$ cat config.mk
export PLATFORM = sky130hd
export DESIGN_NAME = mmio_ctrl_flat
export DESIGN_NICKNAME = d
export VERILOG_FILES = /design/src/rtl/mmio_ctrl_if.sv /design/src/rtl/mmio_ctrl.sv /design/src/flat_wrapper.sv
export SDC_FILE = /design/constraint.sdc
export NUM_CORES = 1
export LEC_CHECK = 0
export CORE_ASPECT_RATIO = 0.5
export CORE_UTILIZATION = 40
export CTS_CLUSTER_DIAMETER = 120
export DETAILED_ROUTE_END_ITERATION = 10
export PLACE_DENSITY = 0.66
export SKIP_CTS_REPAIR_TIMING = 1
export SYNTH_ARGS = -nofsm -noshare
export SYNTH_HDL_FRONTEND = slang
export SYNTH_SLANG_ARGS = --single-unit
$ cat constraint.sdc
create_clock -name clk -period 7.2 [get_ports clk]
set_input_delay 2.16 -clock clk [delete_from_list [all_inputs] [get_ports clk]]
set_output_delay 2.16 -clock clk [all_outputs]
set_load 0.02 [all_outputs]
$ cat src/rtl/mmio_ctrl_if.sv
// Load/store bus between the EX/WB stages and the MMIO controller.
interface mmio_ctrl_if;
  logic [31:0] addr;
  logic [31:0] wdata;
  logic        re;
  logic        we;
  logic        hit;
  logic        hit_q;
  logic [31:0] rdata;

  modport master (output addr, wdata, re, we, input hit, hit_q, rdata);
  modport slave  (input addr, wdata, re, we, output hit, hit_q, rdata);
endinterface

$ cat src/rtl/mmio_ctrl.sv
// MMIO controller: I/O window decode, UART RX/TX byte holding registers,
// cycle and retired-instruction counters. Load data is registered for WB.
module mmio_ctrl #(
  parameter logic [31:0] MMIO_BASE = 32'h8000_0000
) (
  input  logic              clk,
  input  logic              rst,
  mmio_ctrl_if.slave        bus,
  input  logic              inst_retire,
  input  logic [7:0]        uart_rx_data_out,
  input  logic              uart_rx_data_out_valid,
  output logic              uart_rx_data_out_ready,
  output logic [7:0]        uart_tx_data_in,
  output logic              uart_tx_data_in_valid,
  input  logic              uart_tx_data_in_ready
);
  localparam logic [7:0] OFF_STATUS = 8'h00;
  localparam logic [7:0] OFF_RX     = 8'h04;
  localparam logic [7:0] OFF_TX     = 8'h08;
  localparam logic [7:0] OFF_CYC    = 8'h10;
  localparam logic [7:0] OFF_INST   = 8'h14;
  localparam logic [7:0] OFF_CLR    = 8'h18;

  logic        rx_full_q, rx_full_d;
  logic [7:0]  rx_byte_q, rx_byte_d;
  logic        tx_full_q, tx_full_d;
  logic [7:0]  tx_byte_q, tx_byte_d;
  logic [31:0] cycle_cnt_q, cycle_cnt_d;
  logic [31:0] inst_cnt_q, inst_cnt_d;
  logic [31:0] rdata_q, rdata_d;
  logic        hit_q_q, hit_q_d;

  logic       rd, wr;
  logic [7:0] off;

  assign bus.hit = (bus.addr[31:8] == MMIO_BASE[31:8]);
  assign rd      = bus.re & bus.hit;
  assign wr      = bus.we & bus.hit;
  assign off     = bus.addr[7:0];

  assign uart_rx_data_out_ready = ~rx_full_q;
  assign uart_tx_data_in_valid  = tx_full_q;
  assign uart_tx_data_in        = tx_byte_q;
  assign bus.rdata              = rdata_q;
  assign bus.hit_q              = hit_q_q;

  // Next-state: read mux uses pre-edge state, so a same-cycle write is not visible.
  always_comb begin
    rx_full_d   = rx_full_q;
    rx_byte_d   = rx_byte_q;
    tx_full_d   = tx_full_q;
    tx_byte_d   = tx_byte_q;
    cycle_cnt_d = cycle_cnt_q + 32'd1;
    inst_cnt_d  = inst_cnt_q + {31'd0, inst_retire};
    rdata_d     = rdata_q;
    hit_q_d     = rd;

    if (rd) begin
      unique case (off)
        OFF_STATUS: rdata_d = {30'd0, rx_full_q, ~tx_full_q};
        OFF_RX:     rdata_d = {24'd0, rx_byte_q};
        OFF_CYC:    rdata_d = cycle_cnt_q;
        OFF_INST:   rdata_d = inst_cnt_q;
        default:    rdata_d = 32'd0;
      endcase
    end

    // Accept and consume are mutually exclusive: ready is ~rx_full.
    if (uart_rx_data_out_valid && !rx_full_q) begin
      rx_byte_d = uart_rx_data_out;
      rx_full_d = 1'b1;
    end else if (rd && off == OFF_RX) begin
      rx_full_d = 1'b0;
    end

    // Drain and load are exclusive: a store while full is dropped.
    if (tx_full_q && uart_tx_data_in_ready) begin
      tx_full_d = 1'b0;
    end else if (wr && off == OFF_TX && !tx_full_q) begin
      tx_byte_d = bus.wdata[7:0];
      tx_full_d = 1'b1;
    end

    // Counter clear overrides the increment.
    if (wr && off == OFF_CLR) begin
      cycle_cnt_d = 32'd0;
      inst_cnt_d  = 32'd0;
    end
  end

  // State registers, asynchronous reset discards held bytes at once.
  always_ff @(posedge clk or posedge rst) begin
    if (rst) begin
      rx_full_q   <= 1'b0;
      rx_byte_q   <= 8'd0;
      tx_full_q   <= 1'b0;
      tx_byte_q   <= 8'd0;
      cycle_cnt_q <= 32'd0;
      inst_cnt_q  <= 32'd0;
      rdata_q     <= 32'd0;
      hit_q_q     <= 1'b0;
    end else begin
      rx_full_q   <= rx_full_d;
      rx_byte_q   <= rx_byte_d;
      tx_full_q   <= tx_full_d;
      tx_byte_q   <= tx_byte_d;
      cycle_cnt_q <= cycle_cnt_d;
      inst_cnt_q  <= inst_cnt_d;
      rdata_q     <= rdata_d;
      hit_q_q     <= hit_q_d;
    end
  end
endmodule

$ cat src/flat_wrapper.sv
// flat-port wrapper written by rule: the top's interface ports become plain ports
module mmio_ctrl_flat 
#(
  parameter logic [31:0] MMIO_BASE = 32'h8000_0000
)
  (clk, rst, inst_retire, uart_rx_data_out, uart_rx_data_out_valid, uart_rx_data_out_ready, uart_tx_data_in, uart_tx_data_in_valid, uart_tx_data_in_ready, bus_addr, bus_wdata, bus_re, bus_we, bus_hit, bus_hit_q, bus_rdata);
  mmio_ctrl_if bus_i ();
  input  logic clk;
  input  logic rst;
  input  logic inst_retire;
  input  logic [7:0] uart_rx_data_out;
  input  logic uart_rx_data_out_valid;
  output logic uart_rx_data_out_ready;
  output logic [7:0] uart_tx_data_in;
  output logic uart_tx_data_in_valid;
  input  logic uart_tx_data_in_ready;
  input wire logic [$bits(bus_i.addr)-1:0] bus_addr;
  input wire logic [$bits(bus_i.wdata)-1:0] bus_wdata;
  input wire logic [$bits(bus_i.re)-1:0] bus_re;
  input wire logic [$bits(bus_i.we)-1:0] bus_we;
  output wire logic [$bits(bus_i.hit)-1:0] bus_hit;
  output wire logic [$bits(bus_i.hit_q)-1:0] bus_hit_q;
  output wire logic [$bits(bus_i.rdata)-1:0] bus_rdata;
  assign bus_i.addr = bus_addr;
  assign bus_i.wdata = bus_wdata;
  assign bus_i.re = bus_re;
  assign bus_i.we = bus_we;
  assign bus_hit = bus_i.hit;
  assign bus_hit_q = bus_i.hit_q;
  assign bus_rdata = bus_i.rdata;
  mmio_ctrl #(.MMIO_BASE(MMIO_BASE)) u_core (.clk(clk), .rst(rst), .bus(bus_i), .inst_retire(inst_retire), .uart_rx_data_out(uart_rx_data_out), .uart_rx_data_out_valid(uart_rx_data_out_valid), .uart_rx_data_out_ready(uart_rx_data_out_ready), .uart_tx_data_in(uart_tx_data_in), .uart_tx_data_in_valid(uart_tx_data_in_valid), .uart_tx_data_in_ready(uart_tx_data_in_ready));
endmodule
# == Yosys cells after proc, flatten, opt, wreduce, memory -nomap -nowiden ==
# Cells that the tools add are included.
# totals
ff_bits,115
in_bits,79
output_inout_bits,44
elab_cells,40
# classes
add_sub_neg,2
n_eq_ne,6
mux,7
n_bitwise,5
n_reduce_logical,12
# op_table
operator,n
32-bit case mux with 4 select lines,1
32-bit 2-to-1 mux,2
32-bit by 1-bit adder with 32-bit output,1
"32-bit by 1-bit adder with 32-bit output, second input constant",1
"24-bit equality test, second input constant",1
"8-bit by 5-bit equality test with 1-bit output, second input constant",3
"8-bit by 3-bit equality test with 1-bit output, second input constant",1
"8-bit by 4-bit equality test with 1-bit output, second input constant",1
8-bit logical NOT,1
1-bit logical AND,6
1-bit 2-to-1 mux,4
2-bit nonzero test,2
1-bit NOT,3
1-bit bitwise AND,2
1-bit logical NOT,2
2-bit AND reduction,1

# == Depth between registers and ports, before layout ==
# depth
word_depth,6
depth_mapped,8
mapped_depth_nobuf,7

# == Worst setup path before layout ==
# OpenSTA, ideal clock, no wires.
# synth_timing
kind,input-to-output
from,input port bus_addr[20]
to,output port bus_hit
arrival_time_ps,2827
required_ps,5040
path_slack_ps,2213
stages,3
path_buffers,0
path_cell_list,nor4_1 -> nand4_1 -> nor2_2
# synth_via
elab_chain_cells,1
# synth_lines
element,line_no,rtl
from (decl),flat_wrapper.sv:17,input wire logic [$bits(bus_i.addr)-1:0] bus_addr;
24-bit equality test,mmio_ctrl.sv:36,assign bus.hit = (bus.addr[31:8] == MMIO_BASE[31:8]);
to (decl),flat_wrapper.sv:21,output wire logic [$bits(bus_i.hit)-1:0] bus_hit;
# No other way between the ends.

# == Worst setup path in the final report ==
# Same ends and word-level chain as after synthesis.

==> impl_metrics.env <==
export IMPL_clockRootBuffer="clkbuf_16"
export IMPL_yosysMostFrequentCell="dfrtp_1"
export IMPL_drv_cap=0
export IMPL_reg2reg_depth=7
export IMPL_ys_seq_area_frac=0.527
export IMPL_firstDrtPassIters=5
export IMPL_synth_cell_types=36
export IMPL_drv_slew=0
export IMPL_h_tree_depth=4
export IMPL_start_kind="input port"
export IMPL_p_leak_nw=3.00
export IMPL_required_ns=5.04
export IMPL_synth_area_leader_cell="dfrtp_1"
export IMPL_fill_cells=1149
export IMPL_rsz0062_at_grt="no"
export IMPL_p_per_area_nw_per_um2=231
export IMPL_critPathMaxFanout=4
export IMPL_hold_start="u_core.bus.rdata[31]"
export IMPL_status="finished, final reports clean"
export IMPL_synth_commonest_cells="dfrtp_1, nor2_1, xnor2_1"
export IMPL_async_flop_share=1.00
export IMPL_rrSetupSlack_ns=4.94
export IMPL_drc_errors=0
export IMPL_synthCells=523
export IMPL_grt_pass1_vias=4253
export IMPL_grt_first_pass_wirelength_um=22800
export IMPL_place_gp_congestion=0.831
export IMPL_fin_cells=802
export IMPL_yosys_warnings=0
export IMPL_vias=4396
export IMPL_viasPerCell=5.48
export IMPL_synth_ff_type="dfrtp_1"
export IMPL_fin_crit_ns=6.05
export IMPL_tightest_slew_ns=1.21
export IMPL_antenna_cells=0
export IMPL_grt_start_max_net_pins=77
export IMPL_rows=29
export IMPL_clock_skew_ns=0.00810
export IMPL_setup_viol=0
export IMPL_fmax_ghz=0.165
export IMPL_clk_latency_ns=0.41
export IMPL_fp_coreArea_um2=13000
export IMPL_cts_sinks=115
export IMPL_die_w_um=167
export IMPL_hold_path_class="register to register"
export IMPL_reg2reg_from="u_core.inst_cnt_q[0]"
export IMPL_nNetsFinal=702
export IMPL_hold_path_depth=1
export IMPL_syn_num_nets=605
export IMPL_grt_overflow=0
export IMPL_grt_usage=0.210
export IMPL_cts_tree="yes"
export IMPL_worstSetupPathType="input port to primary output"
export IMPL_wl_um=13800
export IMPL_cts_buffers=17
export IMPL_dp_cells=771
export IMPL_fp_dieArea_um2=14200
export IMPL_fp_dieH_um=84.6
export IMPL_min_to="u_core.bus.rdata[31]"
export IMPL_rr_endpoint="u_core.inst_cnt_q[20]"
export IMPL_ys_ff_latch=115
export IMPL_dp_hpwl_um=9390
export IMPL_synth_edf_count=0
export IMPL_synth_area_top_cells="dfrtp_1, nor2_1, xnor2_1"
export IMPL_max_slew_margin_rel=0.193
export IMPL_syn_area_um2=5460
export IMPL_drive_gt1_frac=0.0934
export IMPL_start_util=0.420
export IMPL_wire_per_inst_um=17.2
export IMPL_path_clk_slew_ns=0.05
export IMPL_end_kind="primary output"
export IMPL_tns_ns=0
export IMPL_cts_buffer_depth=2
export IMPL_syn_avg_cell_area_um2=10.4
export IMPL_area_growth_pct=31.2
export IMPL_period_share=0.840
export IMPL_antenna_left=0
export IMPL_cp_data_arrival_time_ns=3.89
export IMPL_initialDrtViolationCount=337
export IMPL_antenna_found_initial=0
export IMPL_io_buffer_count=98
export IMPL_io_pins=123
export IMPL_synth_top_area_share=0.527
export IMPL_ir_drop_mv=0.151
export IMPL_finalHoldViolCount=0
cell type report:
class,instances,area [um2],area share
clock inverter,10,133,0.0185
clock buffer,21,460,0.0643
timing repair buffer,101,1000,0.140
inverter,12,47.5,0.00664
tap,170,213,0.0297
sequential,115,2880,0.402
multi-input combinational,373,2430,0.339
cells in the final DEF (no fill, tap or decap), types with 3 or more instances in the layout:
cell             synthesis  layout
a21oi_1                 23      23
a22o_1                   5       5
a22oi_1                 23      23
and2_1                   4       4
and3_1                  11      11
and4_1                  14      14
buf_4                    2       3
bufinv_16                0       3
clkbuf_16                0      17
clkdlybuf4s50_1          0      98
clkinv_2                 0       4
clkinvlp_4               0       3
dfrtp_1                115     115
ha_1                     3       3
inv_1                   11      10
mux2_2                  17      17
nand2_1                 21      21
nand3_1                 25      25
nand4_1                 19      19
nor2_1                  92      92
nor2b_1                  5       5
nor3_1                  12      12
nor4_1                  13      13
o21ai_0                  3       3
o2bb2ai_1               11      11
xnor2_1                 35      35
xor2_1                  25      25
report_power, final:
| part | switching, W | leakage, nW | internal [W] | total, W |
|---|---|---|---|---|
| registers | 0.0000337 | 1.54 | 0.000671 | 0.000705 |
| clock network | 0.000293 | 0.285 | 0.000557 | 0.000851 |
| logic | 0.0000456 | 1.18 | 0.0000554 | 0.000101 |
state kept, by name (all words and copies together) (netlist names):
name,flops
u_core.bus.rdata,32
u_core.rx_full_q,1
u_core.rx_byte_q,8
u_core.uart_tx_data_in,8
u_core.cycle_cnt_q,32
u_core.uart_tx_data_in_valid,1
u_core.bus.hit_q,1
u_core.inst_cnt_q,32
worst max-delay path by stage:
stage	slack, ns	depth (start not counted)	startpoint	to
after floorplan	2.00	1	rst	u_core.bus.hit_q
after global placement	1.12	5	bus_addr[9]	bus_hit
after detailed placement	1.14	5	bus_addr[9]	bus_hit
after CTS	1.14	5	bus_addr[9]	bus_hit
after global routing	1.02	5	bus_addr[21]	bus_hit
final	1.15	5	bus_addr[20]	bus_hit
worst max-delay path, stage by stage:
cell and delay, ns:
clkdlybuf4s50_1 0.41, nor4_1 0.28, nand4_1 0.14, nor2_2 0.24
clkdlybuf4s50_1 0.66
metrics by stage:
stage	util	worst slack [ns]	instance area, um2	total power (W)	hold WS, ns
floorplan	-	2.00	5460	0.000763	0.475
global placement	0.506	1.12	6570	0.000815	0.478
detailed placement	0.506	1.14	6570	0.000817	0.477
CTS	0.551	1.14	7160	0.00167	0.494
global route	0.551	1.02	7160	0.00172	0.514
finish	0.551	1.15	7160	0.00166	0.491
layer usage:
metal  up-vias  global-route usage  share of wire
li1       2050                   -              -
met1      2175               0.300           0.47
met2       157               0.309           0.45
met3        14              0.0589          0.072
met4         0              0.0617          0.011
met5         -                   0              0
cell families (layout without fill, tap and decap cells):
group | after synthesis | after routing | synth area share
flops | 115 | 115 | 0.527
fa+ha+maj | 3 | 3 | 0.00688
mux | 19 | 19 | 0.0433
xor+xnor | 60 | 60 | 0.0962
buf+inv | 35 | 144 | 0.0284
simple gates | 223 | 223 | 0.213
compound gates | 68 | 68 | 0.0855
Note: power is estimated with default switching activity, not from simulation.
==> variant: new RTL, config.mk and constraints unchanged <==
`rx_byte_q` no longer has a reset.
--- a/src/rtl/mmio_ctrl.sv
+++ b/src/rtl/mmio_ctrl.sv
@@ -94,3 +94,2 @@
       rx_full_q   <= 1'b0;
-      rx_byte_q   <= 8'd0;
       tx_full_q   <= 1'b0;
@@ -103,3 +102,2 @@
       rx_full_q   <= rx_full_d;
-      rx_byte_q   <= rx_byte_d;
       tx_full_q   <= tx_full_d;
@@ -112,2 +110,6 @@
   end
+
+  always_ff @(posedge clk) begin
+    rx_byte_q <= rx_byte_d;
+  end
 endmodule
Behaviour: not the same (Yosys sat finds a counterexample within 4 cycles, from zero or initial values and one cycle with rst high).
==> variant against the original RTL <==
- power rose by 3.8%
- setup slack got worse by 0.18 ns
- area after synthesis rose by 0.76%
- sequential cell count did not move
- wire length fell by 1.4%
- design area rose by 1.6%
- global-route usage fell by 0.17 points
- synthesized cell count fell by 0.38%
- critical path type unchanged
- critical endpoint unchanged
==> variant: results (changes against the original RTL) <==
STA
The final critical-path setup slack is 0.977 ns (was 1.15 ns).

Yosys
The number of flops mapped to enable cells by yosys is 8 (was 0). The unique cell type count in the Yosys netlist is 41 (was 36). The synthesized-area fraction occupied by adder cells came to 0.682% (was 0.687%). Top cells by area, synth: sky130_fd_sc_hd__dfrtp_1 49%, sky130_fd_sc_hd__a22o_1 7.3%, sky130_fd_sc_hd__xnor2_1 6.5% (was sky130_fd_sc_hd__dfrtp_1 53%, sky130_fd_sc_hd__nor2_1 6.3%, sky130_fd_sc_hd__xnor2_1 5.6%). Most instantiated cells after synthesis: 107 x sky130_fd_sc_hd__dfrtp_1, 82 x sky130_fd_sc_hd__nor2_1, 46 x sky130_fd_sc_hd__a22o_1, 41 x sky130_fd_sc_hd__xnor2_1, 29 x sky130_fd_sc_hd__nand2_1 (was 115 x sky130_fd_sc_hd__dfrtp_1, 92 x sky130_fd_sc_hd__nor2_1, 35 x sky130_fd_sc_hd__xnor2_1, 25 x sky130_fd_sc_hd__nand3_1, 25 x sky130_fd_sc_hd__xor2_1). The area fraction in compound gates after synthesis is 9.76% (was 8.55%).

Layout
The clock-cell share of area is 8.94% (was 8.28%). The fill cell total of the finished layout is 1114 (was 1149). The number of nets in the finished design is 697 (was 702). The clock buffer instance count of the final layout is 18 (was 21). The multi-input combinational gate total is 366 (was 373).

The count of buffers not belonging to the clock network in the layout was 102 (was 101). The combined flip-flop and latch cell area is 2920 um2 (was 2880 um2). The non-clock buffer contribution to total cell area is 13.9% (was 14.0%).

Power
The power drawn by the clock network came to 917 uW (was 851 uW). The worst-case vdd ir drop was 157 uV (was 151 uV).

Detailed routing
The final routed wire length divided by cell count is 17.0 um (was 17.2 um). The sum of met2 wire segment lengths after detailed routing is 6100 um (was 6160 um). The violation count after the first detailed-route iteration is 311 (was 337). The number of detailed-route iterations in the first pass is 4 (was 5).

The detailed route wirelength on metal3 is 968 um (was 996 um). The count of vias placed by the detailed router came to 4371 (was 4396). The total routed wire length on the met1 layer is 6360 um (was 6470 um).

Place
The estimated wirelength of the detail-placed design is 9310 um (was 9390 um). The pre-CTS setup slack is 0.972 ns (was 1.14 ns). The area of placed instances is 6630 um2 (was 6570 um2).

Worst setup path
The flop-to-flop setup slack is 4.96 ns (was 4.94 ns). The longest individual stage delay on the worst path was 0.64 ns (was 0.66 ns).

GRT
The met1 track utilization from global routing is 28.2% (was 30.0%). The global-route wire length before repair came to 23000 um (was 22800 um). The overall routing resource usage came to 20.8% (was 21.0%). The met2 routing resource usage after global routing came to 32.1% (was 30.9%).

Status
Run status: completed (unchanged).
[variant: metrics by stage]
stage	util [%]	total power, uW
3_3_place_gp	50.9	810
6_report	55.9	1720
3_5_place_dp	50.9	813
4_1_cts	55.9	1740
5_1_grt	55.9	1780
2_1_floorplan	-	760
[variant: final timing paths]
| path | from | endpoint | depth (start not counted) |
|---|---|---|---|
| max in group asynchronous | rst | u_core.inst_cnt_q[22]$_DFF_PP0_ | 3 |
| worst min-delay path | u_core.bus.rdata[1]$_DFFE_PP0P_ | u_core.bus.rdata[1]$_DFFE_PP0P_ | 2 |
| worst max register to register | u_core.cycle_cnt_q[2]$_DFF_PP0_ | u_core.cycle_cnt_q[24]$_DFF_PP0_ | 5 |
| worst max-delay path | bus_addr[12] | bus_hit | 5 |
| worst min register to register | u_core.bus.rdata[1]$_DFFE_PP0P_ | u_core.bus.rdata[1]$_DFFE_PP0P_ | 2 |
| min in group asynchronous | rst | u_core.bus.hit_q$_DFF_PP0_ | 2 |
